**src/rtl/pipeline_ctrl_pkg.sv**
```systemverilog
// pipeline_ctrl_pkg: shared types and defaults for the pipeline stall/flush sequencer.
package pipeline_ctrl_pkg;

    localparam int DEF_REG_ADDR_W = 3;
    localparam int DEF_MC_LAT     = 4;

    typedef enum logic [1:0] {RUN, MULTI, HALT_DRAIN, HALTED} state_t;

    typedef struct packed {
        logic [DEF_REG_ADDR_W-1:0] rd;
        logic                      wr;
    } slot_t;

    function automatic logic slot_hit(slot_t s, logic [DEF_REG_ADDR_W-1:0] r);
        return s.wr && (s.rd == r);
    endfunction

endpackage

```
**src/rtl/pipe_scoreboard.sv**
```systemverilog
// pipe_scoreboard: tracks destinations in EX and MEM and flags RAW hazards for the ID instruction.
module pipe_scoreboard
    import pipeline_ctrl_pkg::*;
#(
    parameter int REG_ADDR_W = DEF_REG_ADDR_W
) (
    input  logic                  clk,
    input  logic                  rst,
    input  logic                  id_valid,
    input  logic [REG_ADDR_W-1:0] id_rs1,
    input  logic [REG_ADDR_W-1:0] id_rs2,
    input  logic                  id_use_rs1,
    input  logic                  id_use_rs2,
    input  logic [REG_ADDR_W-1:0] id_rd,
    input  logic                  id_wr,
    input  logic                  id_ex_en,
    input  logic                  id_ex_bubble,
    input  logic                  ex_mem_en,
    input  logic                  ex_mem_bubble,
    output logic                  hazard
);

    slot_t ex_slot, mem_slot;

    always_ff @(posedge clk) begin
        if (rst) begin
            ex_slot  <= '0;
            mem_slot <= '0;
        end else begin
            if (id_ex_en && id_ex_bubble) ex_slot.wr <= 1'b0;
            else if (id_ex_en) ex_slot <= {id_rd, id_wr & id_valid};
            if (ex_mem_en && ex_mem_bubble) mem_slot.wr <= 1'b0;
            else if (ex_mem_en) mem_slot <= ex_slot;
        end
    end

    // WB never hazards: the register file writes before it reads
    assign hazard = id_valid &
        ((id_use_rs1 & (slot_hit(ex_slot, id_rs1) | slot_hit(mem_slot, id_rs1))) |
         (id_use_rs2 & (slot_hit(ex_slot, id_rs2) | slot_hit(mem_slot, id_rs2))));

endmodule

```
**src/rtl/pipeline_ctrl.sv**
```systemverilog
// pipeline_ctrl: stall/flush sequencer for the 5-stage pipeline.
module pipeline_ctrl
    import pipeline_ctrl_pkg::*;
#(
    parameter int REG_ADDR_W = DEF_REG_ADDR_W,
    parameter int MC_LAT     = DEF_MC_LAT
) (
    input  logic                  clk,
    input  logic                  rst,
    input  logic                  id_valid,
    input  logic [REG_ADDR_W-1:0] id_rs1,
    input  logic [REG_ADDR_W-1:0] id_rs2,
    input  logic                  id_use_rs1,
    input  logic                  id_use_rs2,
    input  logic [REG_ADDR_W-1:0] id_rd,
    input  logic                  id_wr,
    input  logic                  id_multi,
    input  logic                  id_halt,
    input  logic                  ex_branch_taken,
    output logic                  pc_en,
    output logic                  if_id_en,
    output logic                  id_ex_en,
    output logic                  ex_mem_en,
    output logic                  if_id_flush,
    output logic                  id_ex_bubble,
    output logic                  ex_mem_bubble,
    output logic                  halted
);

    localparam int CW = ($clog2(MC_LAT) > 2) ? $clog2(MC_LAT) : 2;

    state_t         state, state_d;
    logic [CW-1:0]  cnt, cnt_d;
    logic           hazard, run;

    pipe_scoreboard #(.REG_ADDR_W(REG_ADDR_W)) u_sb (
        .clk(clk), .rst(rst), .id_valid(id_valid),
        .id_rs1(id_rs1), .id_rs2(id_rs2),
        .id_use_rs1(id_use_rs1), .id_use_rs2(id_use_rs2),
        .id_rd(id_rd), .id_wr(id_wr),
        .id_ex_en(id_ex_en), .id_ex_bubble(id_ex_bubble),
        .ex_mem_en(ex_mem_en), .ex_mem_bubble(ex_mem_bubble),
        .hazard(hazard)
    );

    always_ff @(posedge clk) begin
        if (rst) begin
            state <= RUN;
            cnt   <= '0;
        end else begin
            state <= state_d;
            cnt   <= cnt_d;
        end
    end

    always_comb begin
        pc_en         = 1'b1;
        if_id_en      = 1'b1;
        id_ex_en      = 1'b1;
        ex_mem_en     = 1'b1;
        if_id_flush   = 1'b0;
        id_ex_bubble  = 1'b0;
        ex_mem_bubble = 1'b0;
        halted        = 1'b0;
        state_d       = state;
        cnt_d         = cnt;
        run           = (state == RUN) || (state == MULTI && cnt == '0);
        if (rst) begin
            pc_en         = 1'b0;
            if_id_en      = 1'b0;
            id_ex_en      = 1'b0;
            ex_mem_en     = 1'b0;
            if_id_flush   = 1'b1;
            id_ex_bubble  = 1'b1;
            ex_mem_bubble = 1'b1;
        end else if (state == HALTED) begin
            pc_en     = 1'b0;
            if_id_en  = 1'b0;
            id_ex_en  = 1'b0;
            ex_mem_en = 1'b0;
            halted    = 1'b1;
        end else if (state == HALT_DRAIN) begin
            pc_en        = 1'b0;
            if_id_en     = 1'b0;
            id_ex_bubble = 1'b1;
            cnt_d        = cnt - 1'b1;
            state_d      = (cnt <= CW'(1)) ? HALTED : HALT_DRAIN;
        end else if (!run) begin
            pc_en         = 1'b0;
            if_id_en      = 1'b0;
            id_ex_en      = 1'b0;
            ex_mem_bubble = 1'b1;
            cnt_d         = cnt - 1'b1;
        end else if (ex_branch_taken) begin
            if_id_flush  = 1'b1;
            id_ex_bubble = 1'b1;
            state_d      = RUN;
        end else if (hazard) begin
            pc_en        = 1'b0;
            if_id_en     = 1'b0;
            id_ex_bubble = 1'b1;
            state_d      = RUN;
        end else begin
            // the op entering EX now occupies it this cycle plus MC_LAT-1 held cycles
            state_d = (id_valid && id_multi) ? MULTI : (id_valid && id_halt) ? HALT_DRAIN : RUN;
            cnt_d   = (id_valid && id_multi) ? CW'(MC_LAT - 1) : (id_valid && id_halt) ? CW'(2) : '0;
        end
    end

endmodule
```
**config.mk**
```make
export PLATFORM = sky130hd
export DESIGN_NAME = pipeline_ctrl
export DESIGN_NICKNAME = d
export VERILOG_FILES = /design/src/rtl/pipeline_ctrl_pkg.sv /design/src/rtl/pipe_scoreboard.sv /design/src/rtl/pipeline_ctrl.sv
export SDC_FILE = /design/constraint.sdc
export NUM_CORES = 1
export LEC_CHECK = 0
export CORE_ASPECT_RATIO = 0.9
export CORE_MARGIN = 2
export CORE_UTILIZATION = 40
export CTS_BUF_LIST = sky130_fd_sc_hd__clkbuf_16
export DETAILED_ROUTE_END_ITERATION = 7
export PLACE_DENSITY = 0.73
export RECOVER_POWER = 100
export REMOVE_ABC_BUFFERS = 1
export SKIP_CTS_REPAIR_TIMING = 1
export SLEW_MARGIN = 20
export SYNTH_ARGS = -nofsm -noshare
export SYNTH_HDL_FRONTEND = slang
export SYNTH_HIERARCHICAL = 1
export SYNTH_SLANG_ARGS = --single-unit
export TNS_END_PERCENT = 1
```
**constraint.sdc**
```tcl
create_clock -name clk -period 6.15 [get_ports clk]
set_input_delay 0.9225 -clock clk [delete_from_list [all_inputs] [get_ports clk]]
set_output_delay 0.9225 -clock clk [all_outputs]
set_load 0.005 [all_outputs]
```
Word level (Yosys, flattened, before mapping)
Index checks and enable logic that the tools add are counted.
- register bits: 12
- bits of input ports: 18
- output and inout bits: 8
- word-level logic and storage cells: 87
- $add $sub $neg: 1
- magnitude comparators: 1
- equal/unequal tests: 9
- muxes and demuxes: 41
- bitwise gates (word level): 10
- reduce and logical (&&, ||, !) cells: 19
- operators with widths (operator ; count):
    1-bit 2-to-1 mux ; 30
    2-bit 2-to-1 mux ; 11
    3-bit == test ; 4
    1-bit logical AND ; 9
    3-bit by 2-bit != test with 1-bit output (second input constant) ; 2
    2-bit AND reduction ; 3
    1-bit AND ; 4
    2-bit == test (second input constant) ; 2
    2-bit logical NOT ; 2
    2-bit OR reduction ; 2
    1-bit NOT ; 3
    1-bit bitwise OR ; 3
    3-bit AND reduction ; 1
    2-bit by 1-bit == test with 1-bit output (second input constant) ; 1
    2-bit by 1-bit less-or-equal comparator with 1-bit output (second input constant) ; 1
    2-bit nonzero test ; 1
    2-bit by 1-bit subtractor with 2-bit output (second input constant) ; 1
    1-bit logical OR ; 1

Depth between registers and ports, before layout
- depth after elaboration: 15
- mapped depth: 10
- gate-level depth less buffers: 10

By module
The synthesis kept the hierarchy.
- by module, submodules not included (module ; times used ; cells each ; area each (um^2) ; seq. area each (um^2)):
    pipe_scoreboard ; 1 ; 49 ; 450.4 ; 160.2
    pipeline_ctrl ; 1 ; 48 ; 341.6 ; 80.1

Worst setup path before layout
Ideal clock, no wire load.
- path kind: input to output
- start: input id_rs2[0]
- end: output pc_en
- data arrival time: 2184 ps
- required time: 5227 ps
- slack: 3044 ps
- stages on the path: 6
- path buffers: 1
- cells stage by stage: xnor2_1 -> nand4_1 -> nand2_1 -> a31o_1 -> a2111oi_0 -> buf_4
- cells in the longest elaborated chain, start to end: 12
- elaborated cells between the ends (all ways): 14
- classes of those cells: eq/ne: 2; mux: 6; bitwise: 4; reduce/logical: 2
- ends and longest elaborated chain (element ; line ; RTL):
    start, declared ; pipeline_ctrl.sv:12 ; input logic [REG_ADDR_W-1:0] id_rs2,
    3-bit == test ; pipeline_ctrl_pkg.sv:15 ; return s.wr && (s.rd == r);
    1-bit logical AND ; pipeline_ctrl_pkg.sv:15 ;
    1-bit bitwise OR * ; pipe_scoreboard.sv:40 ; (id_use_rs2 & (slot_hit(ex_slot, id_rs2) | slot_hit(mem_slot, id_rs2))));
    1-bit AND * ; pipe_scoreboard.sv:40 ;
    1-bit bitwise OR * ; pipe_scoreboard.sv:39 ; ((id_use_rs1 & (slot_hit(ex_slot, id_rs1) | slot_hit(mem_slot, id_rs1))) |
    1-bit AND * ; pipe_scoreboard.sv:38 ; assign hazard = id_valid &
    named net hazard ; pipeline_ctrl.sv:34 ; logic hazard, run;
    1-bit 2-to-1 mux * (6 in a row) ; n/a ;
    end, declared ; pipeline_ctrl.sv:20 ; output logic pc_en,
The timed path passes the listed nets; every way through them passes the cells marked *.

Final worst setup path
- start: input id_rs1[0]
- end: output id_ex_bubble
- cells in the longest elaborated chain, start to end: 12
- elaborated cells between the ends (all ways): 14
- classes of those cells: eq/ne: 2; mux: 6; bitwise: 4; reduce/logical: 2
- ends and longest elaborated chain (element ; line ; RTL):
    start, declared ; pipeline_ctrl.sv:11 ; input logic [REG_ADDR_W-1:0] id_rs1,
    3-bit == test ; pipeline_ctrl_pkg.sv:15 ;
    1-bit logical AND ; pipeline_ctrl_pkg.sv:15 ;
    1-bit bitwise OR * ; pipe_scoreboard.sv:39 ;
    1-bit AND * ; pipe_scoreboard.sv:39 ;
    1-bit bitwise OR * ; pipe_scoreboard.sv:39 ;
    1-bit AND * ; pipe_scoreboard.sv:38 ;
    named net hazard ; pipeline_ctrl.sv:34 ;
    1-bit 2-to-1 mux * ; pipeline_ctrl.sv:98 ; end else if (hazard) begin
    1-bit 2-to-1 mux * ; pipeline_ctrl.sv:94 ; end else if (ex_branch_taken) begin
    1-bit 2-to-1 mux * ; pipeline_ctrl.sv:88 ; end else if (!run) begin
    1-bit 2-to-1 mux * ; pipeline_ctrl.sv:82 ; end else if (state == HALT_DRAIN) begin
    1-bit 2-to-1 mux * ; pipeline_ctrl.sv:76 ; end else if (state == HALTED) begin
    1-bit 2-to-1 mux * ; pipeline_ctrl.sv:68 ; if (rst) begin
    end, declared ; pipeline_ctrl.sv:25 ; output logic id_ex_bubble,
Marked as above.

==> run metrics <==
vias per inst=5.318; DR vias=787; DR iter-0 viols=26; Slew headroom=0.6491; DRC errors left=0; gpl congestion=0.8010; Critical Path RT=around 5.2 ns; Fin. Hold Viols=0; clock power share=0.479; Slew Limit Fails=0; post-route insts no fill=148; CTS Root Buffer Type=clkbuf_16; Seq cells post-synth=12; Seq/Total Area, Yosys=0.3033; crit path time final=4.135 ns; Core Region=approximately 1900 um2; share of cells above drive strength 1=0.04065; Synth warnings=6; synth top area cells=dfxtp_1 (30%), xnor2_1 (13%), mux2i_1 (7.6%), nor2_1 (5.7%), nand2_1 (3.3%); CTS tree=done; Num CTS Buffers=3; worst flop-to-flop path startpoint=u_sb/ex_slot[2]; vias in the first global route=704; Yosys cell types=33; Routed Antenna Nets=0; clock latency on the worst-skew pair=0.24 ns; commonest non-fill, non-tap cell in the layout=clkdlybuf4s50_1; I/O Buffers=25; syn avg cell area=about 8.2 um2; Area Growth Syn to Fin=42.65%; Synth Flop Type=dfxtp_1; worst hold path type=reg -> reg; critical path class=in -> out; die height=46.22 um; Switching Share=0.2289; logic gate share of total power=0.183; slowest cell on the critical path=dlygate4sd3_1; nets@finish=between 100 and 150; first-pass GRT wire length=3201 um; Mapped Area=792.0 um2; Total GRT Usage=0.1874; status=finished clean; First-pass DRT Iterations=5; initial antenna violation count=0; Max Freq=around 240 MHz; row cnt=15; Crit. End Element=primary output; Mapped Cells=97; post-synth top area share=0.3033; Initial Util=0.4178; final critical-path share of the clock period=0.6724; WP data arrival=3.21 ns; Die Width=between 50 and 60 um; commonest non-fill, non-tap cells in the layout=clkdlybuf4s50_1 (16), nor2_1 (12), dfxtp_1 (12), xnor2_1 (12), dlygate4sd3_1 (9); maximum clock insertion buffer count=2; crit-path max FO=3; Sw Pwr=around 0.057 mW; Leak=0.4421 nW; async set-reset flop share out of synthesis=0; crit path launch type=input pin; CP Launch Point=id_rs1[0]; placed cells=between 100 and 150; register share of total power=0.338; setup TNS=0 ns; crit-path max cell delay=between 0.5 and 0.6 ns; Post-synth EDFFs=0; Worst Tran Pin Value=0.5131 ns; CTS H-tree depth=1; Clock Skew=around 0.0011 ns; Detailed Route WL=2021 um; PD cells=approximately 220 nW/um2; area leader, netlist=dfxtp_1; CP cell instances=dlygate4sd3_1, xnor2_1, nand4_1, a21oi_1, a31o_1, or3_2, nand2_1, nand2_1, dlygate4sd3_1; # Max-Cap Violations=0; Antenna Cells=0; Clk pin slew, worst setup/hold paths=0.04 ns; Int Pwr=a little under 0.2 mW; unrepaired setup endpoints after global routing=false; hpwl dp=between 1500 and 2000 um; GRT overflow=0; WL/cell=13.66 um; Final setup viols=0; CTS sink cnt=12; Max rail drop VDD=~170 uV; worst hold start=u_sb/mem_slot[0]; Die Footprint=2353 um2; I/O pins=26; largest net degree at the start of global routing=16
==> worst paths after layout <==
path	slack [ns]	end	cells after the start
max	2.01	id_ex_bubble	9
max reg2reg	3.89	u_sb/ex_slot[2]	10
min	0.51	u_sb/mem_slot[0]	2
min reg2reg	0.51	u_sb/mem_slot[0]	2
==> synth_stat cells, types with 2 or more instances <==
library cell / instances
nand2b_1: 4
dfxtp_1: 12
nor3_1: 2
nor2_1: 12
a21oi_1: 5
ha_1: 2
nand4_1: 4
xnor2_1: 12
and2b_1: 2
o21ai_0: 4
nand2_1: 7
inv_1: 5
mux2i_1: 6
==> state kept, by name (all words and copies together) (netlist names) <==
signal         flops
cnt                2
u_sb/ex_slot       4
u_sb/mem_slot      4
state              2
==> worst max-delay path, delay by kind of cell <==
family,cells,cell delay (ns)
buf+inv,2,1.17
simple gates,4,0.70
compound gates,2,0.27
xor+xnor,1,0.15
==> power groups by stage <==
stage | Combinational [mW] | Sequential [mW] | Clock (mW)
6_report | 0.0457 | 0.0845 | 0.120
5_1_grt | 0.0498 | 0.0849 | 0.128
4_1_cts | 0.0478 | 0.0844 | 0.122
3_5_place_dp | 0.0472 | 0.0858 | 0
3_3_place_gp | 0.0460 | 0.0856 | 0
2_1_floorplan | 0.0228 | 0.0848 | 0
==> logic make-up after synthesis <==
| group | synth area share |
|---|---|
| buf+inv | 0.04423 |
| mux | 0.07583 |
| flops | 0.3033 |
| compound gates | 0.1438 |
| fa+ha+maj | 0.03159 |
| xor+xnor | 0.1327 |
| simple gates | 0.2686 |
==> routing by layer <==
metal | vias to the layer above | GRT usage | part of all wire | wire, um
li1 | 390 | - | - | -
met1 | 367 | 0.2196 | 0.45 | 908
met3 | 4 | 0.06169 | 0.049 | 100
met5 | - | 0 | 0 | 0
met2 | 26 | 0.3195 | 0.48 | 977
met4 | 0 | 0.07568 | 0.017 | 34
==> metrics by stage <==
step	instance area, um2	hold WS (ns)	power [mW]	util	setup WS (ns)
finish	1130	0.5106	0.2498	0.5960	2.015
global route	1130	0.5265	0.2623	0.5960	1.827
CTS	1136	0.5074	0.2540	0.5993	2.016
detailed placement	1057	0.4984	0.1330	0.5578	2.045
global placement	1057	0.4824	0.1316	0.5578	2.126
floorplan	775.7	0.4537	0.1076	-	3.150
==> layout make-up <==
| class | instances | area, um2 |
|---|---|---|
| Tap cell | 25 | 31.28 |
| Inverter | 5 | 18.77 |
| Sequential cell | 12 | 240.2 |
| Clock inverter | 1 | 3.754 |
| Timing Repair Buffer | 25 | 250.2 |
| Fill cell | 168 | 765.7 |
| Multi-Input combinational cell | 77 | 510.5 |
| Clock buffer | 3 | 75.07 |
Note: power is estimated with default switching activity, not from simulation.
